===== src/rtl/fir_filter_mc_if.sv =====
// rtl/fir_filter_mc_if.sv - sample, coefficient and result bus of the multi-channel FIR
interface fir_filter_mc_if #(
    parameter int DATA_W   = 16,
    parameter int COEF_W   = 16,
    parameter int TAPS     = 16,
    parameter int NUM_CHAN = 4
);
    localparam int CW = (NUM_CHAN > 1) ? $clog2(NUM_CHAN) : 1;
    localparam int AW = $clog2(TAPS);

    logic                     in_valid;
    logic [CW-1:0]            in_chan;
    logic signed [DATA_W-1:0] in_data;
    logic                     in_ready;
    logic                     bypass;
    logic                     coef_wr;
    logic [AW-1:0]            coef_addr;
    logic signed [COEF_W-1:0] coef_data;
    logic                     out_valid;
    logic [CW-1:0]            out_chan;
    logic signed [DATA_W-1:0] out_data;
    logic                     overrun;
    logic                     clr_overrun;

    modport master (
        output in_valid, in_chan, in_data, bypass, coef_wr, coef_addr, coef_data, clr_overrun,
        input  in_ready, out_valid, out_chan, out_data, overrun
    );

    modport slave (
        input  in_valid, in_chan, in_data, bypass, coef_wr, coef_addr, coef_data, clr_overrun,
        output in_ready, out_valid, out_chan, out_data, overrun
    );
endinterface


===== src/rtl/fir_filter_mc.sv =====
// rtl/fir_filter_mc.sv - multi-channel FIR, one shared MAC, per-channel circular histories
module fir_filter_mc #(
    parameter int DATA_W   = 16,
    parameter int COEF_W   = 16,
    parameter int TAPS     = 16,
    parameter int NUM_CHAN = 4,
    parameter int ACC_W    = 40,
    parameter int SHIFT    = 15
) (
    input  logic           sysclk,
    input  logic           reset,
    fir_filter_mc_if.slave bus
);
    localparam int CW = (NUM_CHAN > 1) ? $clog2(NUM_CHAN) : 1;
    localparam int AW = $clog2(TAPS);
    localparam int PW = DATA_W + COEF_W;

    localparam logic [AW-1:0] LAST_TAP = AW'(TAPS - 1);
    localparam logic [AW:0]   TAPS_W   = (AW+1)'(TAPS);
    localparam logic [CW:0]   NCH_W    = (CW+1)'(NUM_CHAN);
    localparam logic signed [ACC_W-1:0] RND_C = {{(ACC_W-1){1'b0}}, 1'b1} << (SHIFT - 1);
    localparam logic signed [ACC_W-1:0] MAX_V = {{(ACC_W-DATA_W+1){1'b0}}, {(DATA_W-1){1'b1}}};
    localparam logic signed [ACC_W-1:0] MIN_V = {{(ACC_W-DATA_W+1){1'b1}}, {(DATA_W-1){1'b0}}};

    typedef enum logic [1:0] {IDLE, MAC, DONE} state_t;

    state_t                   state_q, state_d;
    logic signed [DATA_W-1:0] hist_q [NUM_CHAN][TAPS];
    logic signed [DATA_W-1:0] hist_d [NUM_CHAN][TAPS];
    logic signed [COEF_W-1:0] coef_q [TAPS];
    logic signed [COEF_W-1:0] coef_d [TAPS];
    logic [AW-1:0]            wp_q [NUM_CHAN];
    logic [AW-1:0]            wp_d [NUM_CHAN];
    logic [CW-1:0]            ch_q, ch_d;
    logic                     byp_q, byp_d;
    logic signed [DATA_W-1:0] samp_q, samp_d;
    logic signed [ACC_W-1:0]  acc_q, acc_d;
    logic [AW-1:0]            k_q, k_d;
    logic                     out_valid_q, out_valid_d;
    logic [CW-1:0]            out_chan_q, out_chan_d;
    logic signed [DATA_W-1:0] out_data_q, out_data_d;
    logic                     overrun_q, overrun_d;

    logic [AW:0]              rd_sum, rd_wrap;
    logic [AW-1:0]            rd_idx;
    logic signed [PW-1:0]     tap_x, coef_x, prod;
    logic signed [ACC_W-1:0]  prod_ext, rnd, shifted;
    logic signed [DATA_W-1:0] sat;
    logic                     chan_ok, addr_ok, accept;

    // Tap k reads the sample k positions older than the newest one at wp.
    assign rd_sum   = {1'b0, wp_q[ch_q]} + TAPS_W - {1'b0, k_q};
    assign rd_wrap  = rd_sum - TAPS_W;
    assign rd_idx   = (rd_sum >= TAPS_W) ? rd_wrap[AW-1:0] : rd_sum[AW-1:0];
    assign tap_x    = PW'(hist_q[ch_q][rd_idx]);
    assign coef_x   = PW'(coef_q[k_q]);
    assign prod     = tap_x * coef_x;
    assign prod_ext = ACC_W'(prod);

    assign rnd      = acc_q + RND_C;
    assign shifted  = rnd >>> SHIFT;
    assign sat      = (shifted > MAX_V) ? MAX_V[DATA_W-1:0] :
                      (shifted < MIN_V) ? MIN_V[DATA_W-1:0] : shifted[DATA_W-1:0];

    assign chan_ok  = {1'b0, bus.in_chan} < NCH_W;
    assign addr_ok  = {1'b0, bus.coef_addr} < TAPS_W;
    assign accept   = bus.in_valid && (state_q == IDLE) && chan_ok;

    always_comb begin
        state_d     = state_q;
        hist_d      = hist_q;
        coef_d      = coef_q;
        wp_d        = wp_q;
        ch_d        = ch_q;
        byp_d       = byp_q;
        samp_d      = samp_q;
        acc_d       = acc_q;
        k_d         = k_q;
        out_valid_d = 1'b0;
        out_chan_d  = out_chan_q;
        out_data_d  = out_data_q;
        overrun_d   = overrun_q;

        case (state_q)
            IDLE: begin
                if (bus.coef_wr && addr_ok) begin
                    coef_d[bus.coef_addr] = bus.coef_data;
                end
                if (accept) begin
                    hist_d[bus.in_chan][wp_q[bus.in_chan]] = bus.in_data;
                    ch_d    = bus.in_chan;
                    byp_d   = bus.bypass;
                    samp_d  = bus.in_data;
                    acc_d   = '0;
                    k_d     = '0;
                    state_d = bus.bypass ? DONE : MAC;
                end
            end
            MAC: begin
                acc_d = acc_q + prod_ext;
                k_d   = k_q + 1'b1;
                if (k_q == LAST_TAP) begin
                    state_d = DONE;
                end
            end
            DONE: begin
                out_valid_d = 1'b1;
                out_chan_d  = ch_q;
                out_data_d  = byp_q ? samp_q : sat;
                wp_d[ch_q]  = (wp_q[ch_q] == LAST_TAP) ? '0 : wp_q[ch_q] + 1'b1;
                state_d     = IDLE;
            end
            default: state_d = IDLE;
        endcase

        // A drop on the same cycle as a clear keeps the flag set.
        if (bus.in_valid && (state_q != IDLE)) begin
            overrun_d = 1'b1;
        end else if (bus.clr_overrun) begin
            overrun_d = 1'b0;
        end
    end

    always_ff @(posedge sysclk or posedge reset) begin
        if (reset) begin
            state_q     <= IDLE;
            hist_q      <= '{default: '0};
            coef_q      <= '{default: '0};
            wp_q        <= '{default: '0};
            ch_q        <= '0;
            byp_q       <= 1'b0;
            samp_q      <= '0;
            acc_q       <= '0;
            k_q         <= '0;
            out_valid_q <= 1'b0;
            out_chan_q  <= '0;
            out_data_q  <= '0;
            overrun_q   <= 1'b0;
        end else begin
            state_q     <= state_d;
            hist_q      <= hist_d;
            coef_q      <= coef_d;
            wp_q        <= wp_d;
            ch_q        <= ch_d;
            byp_q       <= byp_d;
            samp_q      <= samp_d;
            acc_q       <= acc_d;
            k_q         <= k_d;
            out_valid_q <= out_valid_d;
            out_chan_q  <= out_chan_d;
            out_data_q  <= out_data_d;
            overrun_q   <= overrun_d;
        end
    end

    assign bus.in_ready  = (state_q == IDLE);
    assign bus.out_valid = out_valid_q;
    assign bus.out_chan  = out_chan_q;
    assign bus.out_data  = out_data_q;
    assign bus.overrun   = overrun_q;
endmodule

===== src/flat_wrapper.sv =====
// flat-port wrapper written by rule: the top's interface ports become plain ports
module fir_filter_mc_flat 
#(
    parameter int DATA_W   = 16,
    parameter int COEF_W   = 16,
    parameter int TAPS     = 16,
    parameter int NUM_CHAN = 4,
    parameter int ACC_W    = 40,
    parameter int SHIFT    = 15
)
  (sysclk, reset, bus_in_valid, bus_in_chan, bus_in_data, bus_bypass, bus_coef_wr, bus_coef_addr, bus_coef_data, bus_clr_overrun, bus_in_ready, bus_out_valid, bus_out_chan, bus_out_data, bus_overrun);
  fir_filter_mc_if #(.DATA_W(DATA_W), .COEF_W(COEF_W), .TAPS(TAPS), .NUM_CHAN(NUM_CHAN)) bus_i ();
  input  logic sysclk;
  input  logic reset;
  input wire logic [$bits(bus_i.in_valid)-1:0] bus_in_valid;
  input wire logic [$bits(bus_i.in_chan)-1:0] bus_in_chan;
  input wire logic [$bits(bus_i.in_data)-1:0] bus_in_data;
  input wire logic [$bits(bus_i.bypass)-1:0] bus_bypass;
  input wire logic [$bits(bus_i.coef_wr)-1:0] bus_coef_wr;
  input wire logic [$bits(bus_i.coef_addr)-1:0] bus_coef_addr;
  input wire logic [$bits(bus_i.coef_data)-1:0] bus_coef_data;
  input wire logic [$bits(bus_i.clr_overrun)-1:0] bus_clr_overrun;
  output wire logic [$bits(bus_i.in_ready)-1:0] bus_in_ready;
  output wire logic [$bits(bus_i.out_valid)-1:0] bus_out_valid;
  output wire logic [$bits(bus_i.out_chan)-1:0] bus_out_chan;
  output wire logic [$bits(bus_i.out_data)-1:0] bus_out_data;
  output wire logic [$bits(bus_i.overrun)-1:0] bus_overrun;
  assign bus_i.in_valid = bus_in_valid;
  assign bus_i.in_chan = bus_in_chan;
  assign bus_i.in_data = bus_in_data;
  assign bus_i.bypass = bus_bypass;
  assign bus_i.coef_wr = bus_coef_wr;
  assign bus_i.coef_addr = bus_coef_addr;
  assign bus_i.coef_data = bus_coef_data;
  assign bus_i.clr_overrun = bus_clr_overrun;
  assign bus_in_ready = bus_i.in_ready;
  assign bus_out_valid = bus_i.out_valid;
  assign bus_out_chan = bus_i.out_chan;
  assign bus_out_data = bus_i.out_data;
  assign bus_overrun = bus_i.overrun;
  fir_filter_mc #(.DATA_W(DATA_W), .COEF_W(COEF_W), .TAPS(TAPS), .NUM_CHAN(NUM_CHAN), .ACC_W(ACC_W), .SHIFT(SHIFT)) u_core (.sysclk(sysclk), .reset(reset), .bus(bus_i));
endmodule

===== config.mk =====
export PLATFORM = sky130hd
export DESIGN_NAME = fir_filter_mc_flat
export DESIGN_NICKNAME = d
export VERILOG_FILES = /design/src/rtl/fir_filter_mc_if.sv /design/src/rtl/fir_filter_mc.sv /design/src/flat_wrapper.sv
export SDC_FILE = /design/constraint.sdc
export NUM_CORES = 2
export LEC_CHECK = 0
export CORE_ASPECT_RATIO = 1.75
export CORE_MARGIN = 2
export CORE_UTILIZATION = 25
export CTS_CLUSTER_DIAMETER = 80
export DETAILED_ROUTE_END_ITERATION = 6
export PLACE_DENSITY = 0.38
export SYNTH_ARGS = -nofsm -noshare
export SYNTH_HDL_FRONTEND = slang
export SYNTH_SLANG_ARGS = --single-unit
export TNS_END_PERCENT = 5

===== constraint.sdc =====
create_clock -name sysclk -period 62 [get_ports sysclk]
set_clock_uncertainty 0.2 [all_clocks]
set_input_delay 18.6 -clock sysclk [delete_from_list [all_inputs] [get_ports sysclk]]
set_output_delay 18.6 -clock sysclk [all_outputs]
set_load 0.005 [all_outputs]

==> impl_metrics.csv <==
group,metric,value,unit
synth,yosys_warnings,0,
detailed_routing,route.vias.total,42657,
detailed_routing,wl,236000,um
synth,share_of_the_synthesized_area_in_compound_gates_ao_oa_aoi_oai,1.58,%
place,place.detailed.instances,8949,
synth,post_synthesis_adder_cell_area_fraction,10.9,%
run,maxCapViolations,0,
synth,synthesized_area_divided_by_synthesized_cell_count,14.2,um^2
sta,grt_setup_unrepaired,"no",
detailed_routing,drt-initial-drc-count,1897,
synth,synth_simple_gate_area_share,4.24,%
cells_and_area,final_core_util,28.4,%
clock_tree,cts_hold_repair.buffers,0,
synth,synth_top_area_share,46.2,%
clock_tree,cts_tree,"built",
clock_tree,tritoncts_num_sinks,1381,
global_route,groute.usage.overall,15.7,%
floorplanning,fp.coreArea,298000,um^2
place,dp_slack,36.08,ns
detailed_routing,routed_wire_length_per_instance,25.6,um
synth,synth-seq-cells,1381,
synth,synth_async_sr_flop_share,100,%
critical_path,crit_path_slowest_cell,"buf_4",
sta,maximum_clock_frequency,40.4,MHz
cells_and_area,design.final.nets,5725,
detailed_routing,route.detailed.vias_per_inst,4.63,
synth,syn-instance-count,5270,
clock_tree,htree_levels,4,
clock_tree,ctsResizeCount,0,
floorplanning,i_o_pins,65,
floorplanning,chipHeight,728,um
clock_tree,cts_root_buf,"clkbuf_16",
synth,synth-seq-area-share,46.2,%
synth,cell_taking_the_most_area_after_synthesis,"dfrtp_1",
sta,hold_viol,0,
clock_tree,numCtsBuffers,149,
critical_path,critical_path.max_stage_delay,0.95,ns
clock_tree,cts_max_path_buffers,4,
synth,synth-main-ff-cell,"dfrtp_1",
sta,tns,0,ns
global_route,grt_first_pass_wirelength,348000,um
critical_path,setup.worst_path.start_class,"primary input",
cells_and_area,fillCellCount,30114,
place,gpl.final_weighted_congestion,0.771,
place,detailed_placement_wirelength_estimate,153000,um
floorplanning,design.die.area,304000,um^2
sta,final.min_clock_period,24.73,ns
floorplanning,floorplan.rows,265,
synth,yosys-mux-area-fraction,32.1,%
synth,synth-edff-count,0,
sta,timing.final.ws_setup,37.27,ns
clock_tree,clk_latency,0.81,ns
synth,netlist_area,74900,um^2
sta,max_slew.worst_pin.slew,1.16,ns
synth,dominant_combinational_cell_family_by_area_after_synthesis,"multiplexers",
detailed_routing,antenna_violating_nets_post_route,0,
sta,finalCritPeriodShare,39.9,%
global_route,global_route.overflow_total,0,
floorplanning,initial_core_utilization,25.1,%
clock_tree,post-cts-setup-buffer-count,0,
critical_path,crit_path_cell_trace,"clkdlybuf4s50_1, inv_8, buf_12, buf_12, buf_4, buf_4, buf_4, buf_4",
sta,final-max-slew-violation-count,0,
critical_path,cp_data_required_time,62.54,ns
critical_path,crit_fanout,167,
run_status,status,"finished clean",
cells_and_area,layout.cells.non_filler,9206,
global_route,number_of_antenna_violations_at_the_first_check_in_global_routing,20,
clock_tree,clkTransAtPathRegs,0.07,ns
synth,synth-xor-area-share,0.816,%
critical_path,path_common_cell,"buf_4",
sta,setup_viol,0,
global_route,pin_count_of_the_biggest_net_entering_global_routing,177,
worst_hold_path,hp-class,"register to register",
place,buffer_ports.inserted,64,
floorplanning,die_w,418,um
cells_and_area,post_route_cells_drive_above_1_share,40.1,%
detailed_routing,drt_first_pass_iters,7,
critical_path,timing.critical_path.to_type,"async pin",
sta,slew_headroom,22.6,%
cells_and_area,area.growth.synth_to_final,12.9,%
critical_path,criticalPathCategory,"primary input to async pin",
synth,synthTopCellsByArea,"dfrtp_1 (46%), mux2_2 (19%), mux4_2 (13%), fa_1 (8.9%), inv_1 (2.1%)",
global_route,grt_pass1_vias,48222,
critical_path,cp.arrival,25.27,ns
detailed_routing,post-route-drc-count,0,
synth,count_of_cell_types_in_the_netlist,58,
synth,syn-num-nets,5766,
## state kept, by name, indices dropped and copies added (netlist names), 2 cells and up
| name | count |
|---|---|
| u_core.wp_q | 16 |
| u_core.state_q | 2 |
| u_core.bus.out_chan | 2 |
| u_core.samp_q | 16 |
| u_core.coef_q | 256 |
| u_core.ch_q | 2 |
| u_core.bus.out_data | 16 |
| u_core.acc_q | 40 |
| u_core.hist_q | 1024 |
| u_core.k_q | 4 |
## cell families after synthesis
| group | count (synthesis) |
|---|---|
| xor+xnor | 68 |
| flops | 1381 |
| simple gates | 669 |
| buf+inv | 794 |
| compound gates | 188 |
| mux | 1718 |
| fa+ha+maj | 452 |
## critical path: cells and delay by family
kind / cells / cell delay (ns)
buffers and inverters: 8 / 6.09
## synthesized netlist by cell type (14+ instances only)
master,number
clkbuf_1,276
xnor2_1,34
nand3_1,40
a21o_1,17
a21oi_1,45
o21ai_0,72
buf_2,74
nor3_1,14
dfrtp_1,1381
nand2b_1,15
nand2_1,286
fa_1,332
ha_1,120
nor2_1,105
mux2_2,1289
inv_1,413
o221a_2,15
nand3b_1,15
buf_1,15
mux4_2,418
and2_1,146
xor2_1,32
## cell type report
| type | count | area, um^2 | area share [%] |
|---|---|---|---|
| multi-input cells | 3095 | 37400 | 44.2 |
| repair buffers | 189 | 1540 | 1.82 |
| diodes | 9 | 22.5 | 0.0266 |
| well taps | 3871 | 4840 | 5.73 |
| clock inverters | 33 | 288 | 0.340 |
| clock buffers | 215 | 4340 | 5.14 |
| flip-flops and latches | 1381 | 34600 | 40.9 |
| inverters | 413 | 1560 | 1.84 |
## worst paths after layout
path | startpoint | endpoint | slack, ns | cells after the start
worst max-delay path | reset | u_core.hist_q[312]$_DFFE_PP0P_ | 37.27 | 8
worst min-delay path | u_core.samp_q[1]$_DFFE_PP0P_ | u_core.samp_q[1]$_DFFE_PP0P_ | 0.27 | 2
worst max register to register | u_core.ch_q[0]$_DFFE_PP0P_ | u_core.acc_q[38]$_DFFE_PP0P_ | 49.83 | 31
worst min register to register | u_core.samp_q[1]$_DFFE_PP0P_ | u_core.samp_q[1]$_DFFE_PP0P_ | 0.27 | 2
max in group sysclk | bus_in_chan[0] | u_core.hist_q[246]$_DFFE_PP0P_ | 40.41 | 6
min in group asynchronous | reset | u_core.hist_q[1013]$_DFFE_PP0P_ | 18.12 | 2
## routing by layer
layer / vias up / global-route usage, % / part of all wire, %
met3: 300 / 1.51 / 2.3
met2: 508 / 31.0 / 57
li1: 18364 / - / -
met5: - / 0 / 0.015
met1: 23477 / 17.4 / 38
met4: 8 / 4.56 / 3.0
## cells in the final DEF (no fill, tap or decap), drive strengths merged, types with 3 or more instances in the layout
master and instances:
a211oi 3, a21o 17, a21oi 45, a31oi 7
and2 146, and3 8, buf 141, bufinv 4
clkbuf 215, clkdlybuf4s50 48, clkinv 23, clkinvlp 3
dfrtp 1381, diode 9, fa 332, ha 120
inv 416, mux2 1289, mux2i 11, mux4 418
nand2 286, nand2b 15, nand3 40, nand3b 15
nand4 9, nor2 109, nor2b 5, nor3 15
nor4 6, o21ai 74, o21bai 3, o221a 15
o31ai 5, or2 7, or3 3, xnor2 35
xor2 33
## through the flow
step	hold WS (ns)	area, um^2
5_1_grt	0.290	84500
6_report	0.266	84500
4_1_cts	0.269	84500
3_5_place_dp	0.255	79900
3_3_place_gp	0.249	79900
2_1_floorplan	0.237	74900
Power is not shown: default switching activity piles up to over one toggle a cycle in this logic, so the estimate is an artifact.
